==> src/rtl/dma_copy_engine_if.sv <==
// Register-port and Wishbone-master signal bundle for dma_copy_engine.
// master = the engine side, slave = the CPU/arbiter side.
interface dma_copy_engine_if;
    logic        cfg_we;
    logic [1:0]  cfg_addr;
    logic [31:0] cfg_wdata;
    logic [31:0] cfg_rdata;
    logic        dma_stb_o;
    logic        dma_cyc_o;
    logic        dma_we_o;
    logic [3:0]  dma_sel_o;
    logic [31:0] dma_dat_o;
    logic [31:0] dma_adr_o;
    logic        dma_ack_i;
    logic [31:0] dma_dat_i;
    logic        irq;

    modport master (
        input  cfg_we, cfg_addr, cfg_wdata,
        output cfg_rdata,
        output dma_stb_o, dma_cyc_o, dma_we_o, dma_sel_o, dma_dat_o, dma_adr_o,
        input  dma_ack_i, dma_dat_i,
        output irq
    );

    modport slave (
        output cfg_we, cfg_addr, cfg_wdata,
        input  cfg_rdata,
        input  dma_stb_o, dma_cyc_o, dma_we_o, dma_sel_o, dma_dat_o, dma_adr_o,
        output dma_ack_i, dma_dat_i,
        input  irq
    );
endinterface

==> src/rtl/dma_copy_engine.sv <==
// Memory-to-memory copy engine: reads up to BURST_LEN words into a local buffer,
// writes them back out, and repeats until LEN words have moved.
module dma_copy_engine #(
    parameter int BURST_LEN = 8,
    parameter int LEN_W     = 16
) (
    input  logic                 clk,
    input  logic                 rst,
    dma_copy_engine_if.master    bus
);
    localparam int IW = $clog2(BURST_LEN);
    localparam int CW = IW + 1;

    typedef enum logic [2:0] {
        S_IDLE   = 3'd0,
        S_RD_REQ = 3'd1,
        S_RD_GAP = 3'd2,
        S_WR_REQ = 3'd3,
        S_WR_GAP = 3'd4,
        S_FIN    = 3'd5
    } state_t;

    state_t            state_q, state_d;
    logic [31:0]       src_q, src_d, dst_q, dst_d;
    logic [LEN_W-1:0]  len_q, len_d;
    logic [31:0]       cur_src_q, cur_src_d, cur_dst_q, cur_dst_d;
    logic [LEN_W-1:0]  remaining_q, remaining_d;
    logic [CW-1:0]     chunk_q, chunk_d, rcnt_q, rcnt_d, wcnt_q, wcnt_d;
    logic              busy_q, busy_d, done_q, done_d;
    logic              stb_q, stb_d, we_q, we_d, irq_q, irq_d;
    logic [31:0]       adr_q, adr_d, dat_q, dat_d;
    logic              buf_we_s;
    logic [31:0]       buf_mem [BURST_LEN];
    logic              unused_s;

    function automatic logic [CW-1:0] chunk_of(input logic [LEN_W-1:0] rem);
        if (32'(rem) < 32'(BURST_LEN)) begin
            return CW'(rem);
        end else begin
            return CW'(BURST_LEN);
        end
    endfunction

    // Register port, sequencing FSM and the next values of the registered bus outputs.
    always_comb begin
        state_d     = state_q;
        src_d       = src_q;
        dst_d       = dst_q;
        len_d       = len_q;
        cur_src_d   = cur_src_q;
        cur_dst_d   = cur_dst_q;
        remaining_d = remaining_q;
        chunk_d     = chunk_q;
        rcnt_d      = rcnt_q;
        wcnt_d      = wcnt_q;
        busy_d      = busy_q;
        done_d      = done_q;
        buf_we_s    = 1'b0;

        if (bus.cfg_we && !busy_q) begin
            case (bus.cfg_addr)
                2'd0: begin
                    if (bus.cfg_wdata[0]) begin
                        busy_d      = 1'b1;
                        done_d      = 1'b0;
                        cur_src_d   = src_q;
                        cur_dst_d   = dst_q;
                        remaining_d = len_q;
                    end else begin
                        busy_d = busy_q;
                    end
                end
                2'd1:    src_d = {bus.cfg_wdata[31:2], 2'b00};
                2'd2:    dst_d = {bus.cfg_wdata[31:2], 2'b00};
                2'd3:    len_d = bus.cfg_wdata[LEN_W-1:0];
                default: len_d = len_q;
            endcase
        end else begin
            len_d = len_q;
        end

        case (state_q)
            S_IDLE: begin
                if (busy_q) begin
                    if (remaining_q == '0) begin
                        state_d = S_FIN;
                        busy_d  = 1'b0;
                        done_d  = 1'b1;
                    end else begin
                        state_d = S_RD_REQ;
                        chunk_d = chunk_of(remaining_q);
                        rcnt_d  = '0;
                    end
                end else begin
                    state_d = S_IDLE;
                end
            end
            S_RD_REQ: begin
                if (bus.dma_ack_i) begin
                    buf_we_s  = 1'b1;
                    rcnt_d    = rcnt_q + CW'(1);
                    cur_src_d = cur_src_q + 32'd4;
                    state_d   = S_RD_GAP;
                end else begin
                    state_d = S_RD_REQ;
                end
            end
            S_RD_GAP: begin
                if (rcnt_q < chunk_q) begin
                    state_d = S_RD_REQ;
                end else begin
                    state_d = S_WR_REQ;
                    wcnt_d  = '0;
                end
            end
            S_WR_REQ: begin
                if (bus.dma_ack_i) begin
                    wcnt_d    = wcnt_q + CW'(1);
                    cur_dst_d = cur_dst_q + 32'd4;
                    state_d   = S_WR_GAP;
                end else begin
                    state_d = S_WR_REQ;
                end
            end
            S_WR_GAP: begin
                if (wcnt_q < chunk_q) begin
                    state_d = S_WR_REQ;
                end else begin
                    remaining_d = remaining_q - LEN_W'(chunk_q);
                    rcnt_d      = '0;
                    if (remaining_d != '0) begin
                        state_d = S_RD_REQ;
                        chunk_d = chunk_of(remaining_d);
                    end else begin
                        state_d = S_FIN;
                        busy_d  = 1'b0;
                        done_d  = 1'b1;
                    end
                end
            end
            S_FIN:   state_d = S_IDLE;
            default: state_d = S_IDLE;
        endcase

        // Bus outputs are registered, so they follow the state being entered.
        stb_d = (state_d == S_RD_REQ) || (state_d == S_WR_REQ);
        we_d  = (state_d == S_WR_REQ);
        irq_d = (state_d == S_FIN);
        if (state_d == S_RD_REQ) begin
            adr_d = cur_src_d;
        end else if (state_d == S_WR_REQ) begin
            adr_d = cur_dst_d;
        end else begin
            adr_d = 32'h0;
        end
        if (we_d) begin
            dat_d = buf_mem[wcnt_d[IW-1:0]];
        end else begin
            dat_d = 32'h0;
        end
    end

    // State, configuration and registered outputs with asynchronous reset.
    always_ff @(posedge clk or posedge rst) begin
        if (rst) begin
            state_q     <= S_IDLE;
            src_q       <= 32'h0;
            dst_q       <= 32'h0;
            len_q       <= '0;
            cur_src_q   <= 32'h0;
            cur_dst_q   <= 32'h0;
            remaining_q <= '0;
            chunk_q     <= '0;
            rcnt_q      <= '0;
            wcnt_q      <= '0;
            busy_q      <= 1'b0;
            done_q      <= 1'b0;
            stb_q       <= 1'b0;
            we_q        <= 1'b0;
            irq_q       <= 1'b0;
            adr_q       <= 32'h0;
            dat_q       <= 32'h0;
        end else begin
            state_q     <= state_d;
            src_q       <= src_d;
            dst_q       <= dst_d;
            len_q       <= len_d;
            cur_src_q   <= cur_src_d;
            cur_dst_q   <= cur_dst_d;
            remaining_q <= remaining_d;
            chunk_q     <= chunk_d;
            rcnt_q      <= rcnt_d;
            wcnt_q      <= wcnt_d;
            busy_q      <= busy_d;
            done_q      <= done_d;
            stb_q       <= stb_d;
            we_q        <= we_d;
            irq_q       <= irq_d;
            adr_q       <= adr_d;
            dat_q       <= dat_d;
        end
    end

    // Chunk buffer; contents need no reset since every word is written before it is read.
    always_ff @(posedge clk) begin
        if (buf_we_s) begin
            buf_mem[rcnt_q[IW-1:0]] <= bus.dma_dat_i;
        end
    end

    // Status/config readback.
    always_comb begin
        case (bus.cfg_addr)
            2'd0:    bus.cfg_rdata = {30'b0, done_q, busy_q};
            2'd1:    bus.cfg_rdata = src_q;
            2'd2:    bus.cfg_rdata = dst_q;
            2'd3:    bus.cfg_rdata = 32'(len_q);
            default: bus.cfg_rdata = 32'h0;
        endcase
    end

    assign bus.dma_stb_o = stb_q;
    assign bus.dma_cyc_o = stb_q;
    assign bus.dma_we_o  = we_q;
    assign bus.dma_sel_o = stb_q ? 4'hF : 4'h0;
    assign bus.dma_adr_o = adr_q;
    assign bus.dma_dat_o = dat_q;
    assign bus.irq       = irq_q;
    assign unused_s      = bus.cfg_wdata[1];
endmodule

==> src/flat_wrapper.sv <==
// flat-port wrapper written by rule: the top's interface ports become plain ports
module dma_copy_engine_flat 
#(
    parameter int BURST_LEN = 8,
    parameter int LEN_W     = 16
)
  (clk, rst, bus_cfg_we, bus_cfg_addr, bus_cfg_wdata, bus_cfg_rdata, bus_dma_stb_o, bus_dma_cyc_o, bus_dma_we_o, bus_dma_sel_o, bus_dma_dat_o, bus_dma_adr_o, bus_dma_ack_i, bus_dma_dat_i, bus_irq);
  dma_copy_engine_if bus_i ();
  input  logic clk;
  input  logic rst;
  input wire logic [$bits(bus_i.cfg_we)-1:0] bus_cfg_we;
  input wire logic [$bits(bus_i.cfg_addr)-1:0] bus_cfg_addr;
  input wire logic [$bits(bus_i.cfg_wdata)-1:0] bus_cfg_wdata;
  output wire logic [$bits(bus_i.cfg_rdata)-1:0] bus_cfg_rdata;
  output wire logic [$bits(bus_i.dma_stb_o)-1:0] bus_dma_stb_o;
  output wire logic [$bits(bus_i.dma_cyc_o)-1:0] bus_dma_cyc_o;
  output wire logic [$bits(bus_i.dma_we_o)-1:0] bus_dma_we_o;
  output wire logic [$bits(bus_i.dma_sel_o)-1:0] bus_dma_sel_o;
  output wire logic [$bits(bus_i.dma_dat_o)-1:0] bus_dma_dat_o;
  output wire logic [$bits(bus_i.dma_adr_o)-1:0] bus_dma_adr_o;
  input wire logic [$bits(bus_i.dma_ack_i)-1:0] bus_dma_ack_i;
  input wire logic [$bits(bus_i.dma_dat_i)-1:0] bus_dma_dat_i;
  output wire logic [$bits(bus_i.irq)-1:0] bus_irq;
  assign bus_i.cfg_we = bus_cfg_we;
  assign bus_i.cfg_addr = bus_cfg_addr;
  assign bus_i.cfg_wdata = bus_cfg_wdata;
  assign bus_cfg_rdata = bus_i.cfg_rdata;
  assign bus_dma_stb_o = bus_i.dma_stb_o;
  assign bus_dma_cyc_o = bus_i.dma_cyc_o;
  assign bus_dma_we_o = bus_i.dma_we_o;
  assign bus_dma_sel_o = bus_i.dma_sel_o;
  assign bus_dma_dat_o = bus_i.dma_dat_o;
  assign bus_dma_adr_o = bus_i.dma_adr_o;
  assign bus_i.dma_ack_i = bus_dma_ack_i;
  assign bus_i.dma_dat_i = bus_dma_dat_i;
  assign bus_irq = bus_i.irq;
  dma_copy_engine #(.BURST_LEN(BURST_LEN), .LEN_W(LEN_W)) u_core (.clk(clk), .rst(rst), .bus(bus_i));
endmodule
==> config.mk <==
export PLATFORM = sky130hd
export DESIGN_NAME = dma_copy_engine_flat
export DESIGN_NICKNAME = d
export VERILOG_FILES = /design/src/rtl/dma_copy_engine_if.sv /design/src/rtl/dma_copy_engine.sv /design/src/flat_wrapper.sv
export SDC_FILE = /design/constraint.sdc
export NUM_CORES = 1
export LEC_CHECK = 0
export BUFFER_PORTS_ARGS = -buffer_cell sky130_fd_sc_hd__buf_2
export CAP_MARGIN = 20
export CORE_ASPECT_RATIO = 1.2
export CORE_UTILIZATION = 30
export DETAILED_ROUTE_END_ITERATION = 7
export GPL_ROUTABILITY_DRIVEN = 0
export GPL_TIMING_DRIVEN = 1
export SKIP_CTS_REPAIR_TIMING = 1
export SYNTH_ARGS = -nofsm -noshare
export SYNTH_HDL_FRONTEND = slang
export SYNTH_SLANG_ARGS = --single-unit
==> constraint.sdc <==
create_clock -name clk -period 8.7 [get_ports clk]
set_input_delay 1.305 -clock clk [delete_from_list [all_inputs] [get_ports clk]]
set_output_delay 1.305 -clock clk [all_outputs]
set_load 0.02 [all_outputs]
==> run_results.csv <==
group,metric,value,unit
placement,io_buffer_count,173,
global_route,antenna_found_initial,8,
clocking,insertion_delay,0.63,ns
synthesis,synth.avg_cell_area,12.43,um^2
die,die_area,0.07245,mm^2
synthesis,yosys_warnings,0,
timing,worst_pin_slew,1.069,ns
placement,dpl-instance-area,0.02324,mm^2
global_route,grt_use_total,0.1688,
timing,relSlewSlack,0.2856,
setup_path,crit_chain,"buf_2 -> inv_1 -> nor2_2 -> buf_4 -> a22o_1 -> buf_2",
worst_hold_path,hp-class,"flip-flop to flip-flop",
placement,dp_hpwl,38420,um
timing,finalHoldViolations,0,
synthesis,synth_area_leader_cell,"edfxtp_1",
layout,fillCellCount,6809,
clocking,clkSlewWorstSetupHoldPaths,0.06,ns
route,firstDrtPassIters,5,
timing,fin_crit,4.177,ns
setup_path,required,7.39,ns
timing,drv_slew,0,
layout,layout-drive-gt1-share,0.2275,
die,die_h,294.7,um
setup_path,cp_slowest_cell,"buf_2",
timing,fin_ws,4.523,ns
synthesis,ys_types,80,
die,core_area,0.07016,mm^2
route,routed_wl,61430,um
timing,setup_viol,0,
layout,multi_input_area,0.007198,mm^2
setup_path,critical_path_arrival,2.87,ns
die,start_util,0.3052,
synthesis,synth_nets,1807,
clocking,cts.path.max_buffers,3,
route,vias,14960,
route,wl_per_cell,21.62,um
die,io_pins,174,
setup_path,startpoint_type,"input pin",
synthesis,synth_top_area_frac,0.3590,
timing,tns,0,ns
layout,design_area,0.02512,mm^2
synthesis,yosysSeqAreaShare,0.6395,
die,rows,106,
layout,area_growth,17.32,%
timing,final.setup_skew,0.04884,ns
pwr,max-vdd-ir-drop,0.0002240,V
job,maxCapViolCount,0,
setup_path,r2r-start,"u_core.rcnt_q[1]$_DFFE_PP0P_",
route,final_antenna_net_count,0,
synthesis,yosysMostFrequentCell,"nand2_1",
global_route,grt_max_degree,124,
pwr,p_per_area,347.7,mW/mm^2
setup_path,critical_path_class,"input pin to output pin",
global_route,grt_first_pass_wirelength,93540,um
synthesis,syn_inst,1722,
clocking,cts_sinks,496,
pwr,p_leak,10.08,nW
route,via_per_inst,5.266,
setup_path,cp_max_fo,30,
setup_path,end_kind,"output pin",
layout,register_area,0.01369,mm^2
setup_path,startpoint,"bus_cfg_addr[0]",
synthesis,synth.area.top_cells,"edfxtp_1, dfrtp_1, mux2_2",
route,drc,0,
synthesis,synth_edf_count,256,
global_route,first_global_vias,15180,
setup_path,cp_slowest_stage_delay,0.39,ns
synthesis,synth_commonest_cells,"nand2_1, edfxtp_1, dfrtp_1",
timing,period_share,0.4801,
clocking,root_buffer,"clkbuf_16",
setup_path,cpMostUsedCell,"buf_2",
timing,max_freq,239.4,MHz
synthesis,async_reset_ff_frac,0.4839,
die,fp.dieW,245.9,um
placement,pre_cts_ws,4.261,ns
worst_hold_path,hp-start,"u_core.done_q$_DFF_PP0_",
layout,finalNetCount,1961,
clocking,cts_buffers,54,
clocking,htree_levels,2,
synthesis,synth_area,0.02141,mm^2
run_status,status,"complete, no violations",
synthesis,ys_ff_latch,496,
synthesis,synth_flop_cell,"edfxtp_1",
route,drtIter0Drc,1125,
global_route,overflow,0,
clocking,cts_tree,"done",
timing,rsz0062_at_grt,"false",
[cell families after synthesis]
logic type                 synth area share
AOI/OAI and AO/OA                    0.1307
xor gates and xnor gates           0.002454
adders and majority gates          0.009116
buffers and inverters               0.02875
DFF                                  0.6395
muxes                               0.06527
and+or+nand+nor                      0.1242
[layout make-up]
| cell class | count | share of cell area |
|---|---|---|
| multi-input cells | 1096 | 0.2865 |
| clock buffers | 63 | 0.05593 |
| diodes | 2 | 0.0001992 |
| repair buffers | 206 | 0.04423 |
| clock inverters | 38 | 0.01858 |
| flip-flops and latches | 496 | 0.5451 |
| inverters | 22 | 0.003686 |
| well taps | 918 | 0.04572 |
[stage by stage]
stage          utilization  cells  hold slack [ns]  power (mW)
4_1_cts             0.3580   2839           0.4832       8.812
5_1_grt             0.3580   2840           0.5130       9.216
3_5_place_dp        0.3313   2738           0.4719       6.384
6_report            0.3580   2841           0.4773       8.734
2_1_floorplan            -   1722           0.4497       5.498
3_3_place_gp        0.3312   2737           0.4682       6.300
[sequential cells by signal, indices dropped and copies added, names as in the netlist]
register              cells
u_core.bus.dma_adr_o     32
u_core.buf_mem          256
u_core.done_q             1
u_core.src_q             30
u_core.busy_q             1
u_core.bus.irq            1
u_core.bus.dma_we_o       1
u_core.rcnt_q             4
u_core.dst_q             30
u_core.cur_src_q         32
u_core.bus.dma_cyc_o      1
u_core.bus.dma_dat_o     32
u_core.chunk_q            4
u_core.len_q             16
u_core.state_q            3
u_core.remaining_q       16
u_core.cur_dst_q         32
u_core.wcnt_q             4
[layout by cell type (no fill, tap or decap), types with 11 or more instances in the layout]
cell / Yosys / final
nand2_1: 269 / 269
edfxtp_1: 256 / 256
dfrtp_1: 240 / 240
buf_2: 18 / 174
a21oi_1: 103 / 103
mux2_2: 93 / 93
nor2_1: 88 / 84
a22o_1: 62 / 62
nand3_1: 54 / 54
clkbuf_16: 0 / 54
o21ai_0: 45 / 45
a32oi_1: 43 / 43
mux2i_1: 35 / 35
buf_4: 10 / 32
nor3_1: 33 / 29
o2111a_1: 21 / 21
inv_1: 20 / 19
a211oi_1: 18 / 18
nand4_1: 16 / 16
and3_1: 17 / 16
and2_1: 16 / 15
ha_1: 14 / 14
clkinv_2: 0 / 13
nand2b_1: 12 / 12
o221a_2: 12 / 12
o211a_1: 11 / 11
[power breakdown]
part | internal (mW) | total [mW] | switching [mW]
Clock | 1.41 | 2.39 | 0.982
Sequential | 3.02 | 3.50 | 0.479
Combinational | 1.04 | 2.85 | 1.80
Total | 5.47 | 8.73 | 3.27
[worst paths after layout]
path                            slack, ns  depth (start not counted)                                  to
worst max-delay path                 4.52                          6                   bus_cfg_rdata[30]
worst min-delay path                 0.48                          1             u_core.done_q$_DFF_PP0_
worst max register to register       4.65                          9  u_core.bus.dma_dat_o[24]$_DFF_PP0_
worst min register to register       0.48                          1             u_core.done_q$_DFF_PP0_
max in group asynchronous            6.32                          3      u_core.cur_dst_q[14]$_DFF_PP0_
min in group asynchronous            0.85                          2         u_core.src_q[9]$_DFFE_PP0P_
[critical path, delay by kind of cell]
kind | cells | cell delay (ns)
AO/OA/AOI/OAI | 1 | 0.26
AND/OR/NAND/NOR | 1 | 0.11
buffers and inverters | 4 | 1.14
[per-layer routing]
metal  up-vias  routed length [um]  global-route usage
li1       6774                   -                   -
met1      7561               24760              0.2065
met2       499               31290              0.2991
met3       120                3494             0.02923
met4         8                1842             0.05348
met5         -                  47                   0
Power figures use the tool's default switching activity.
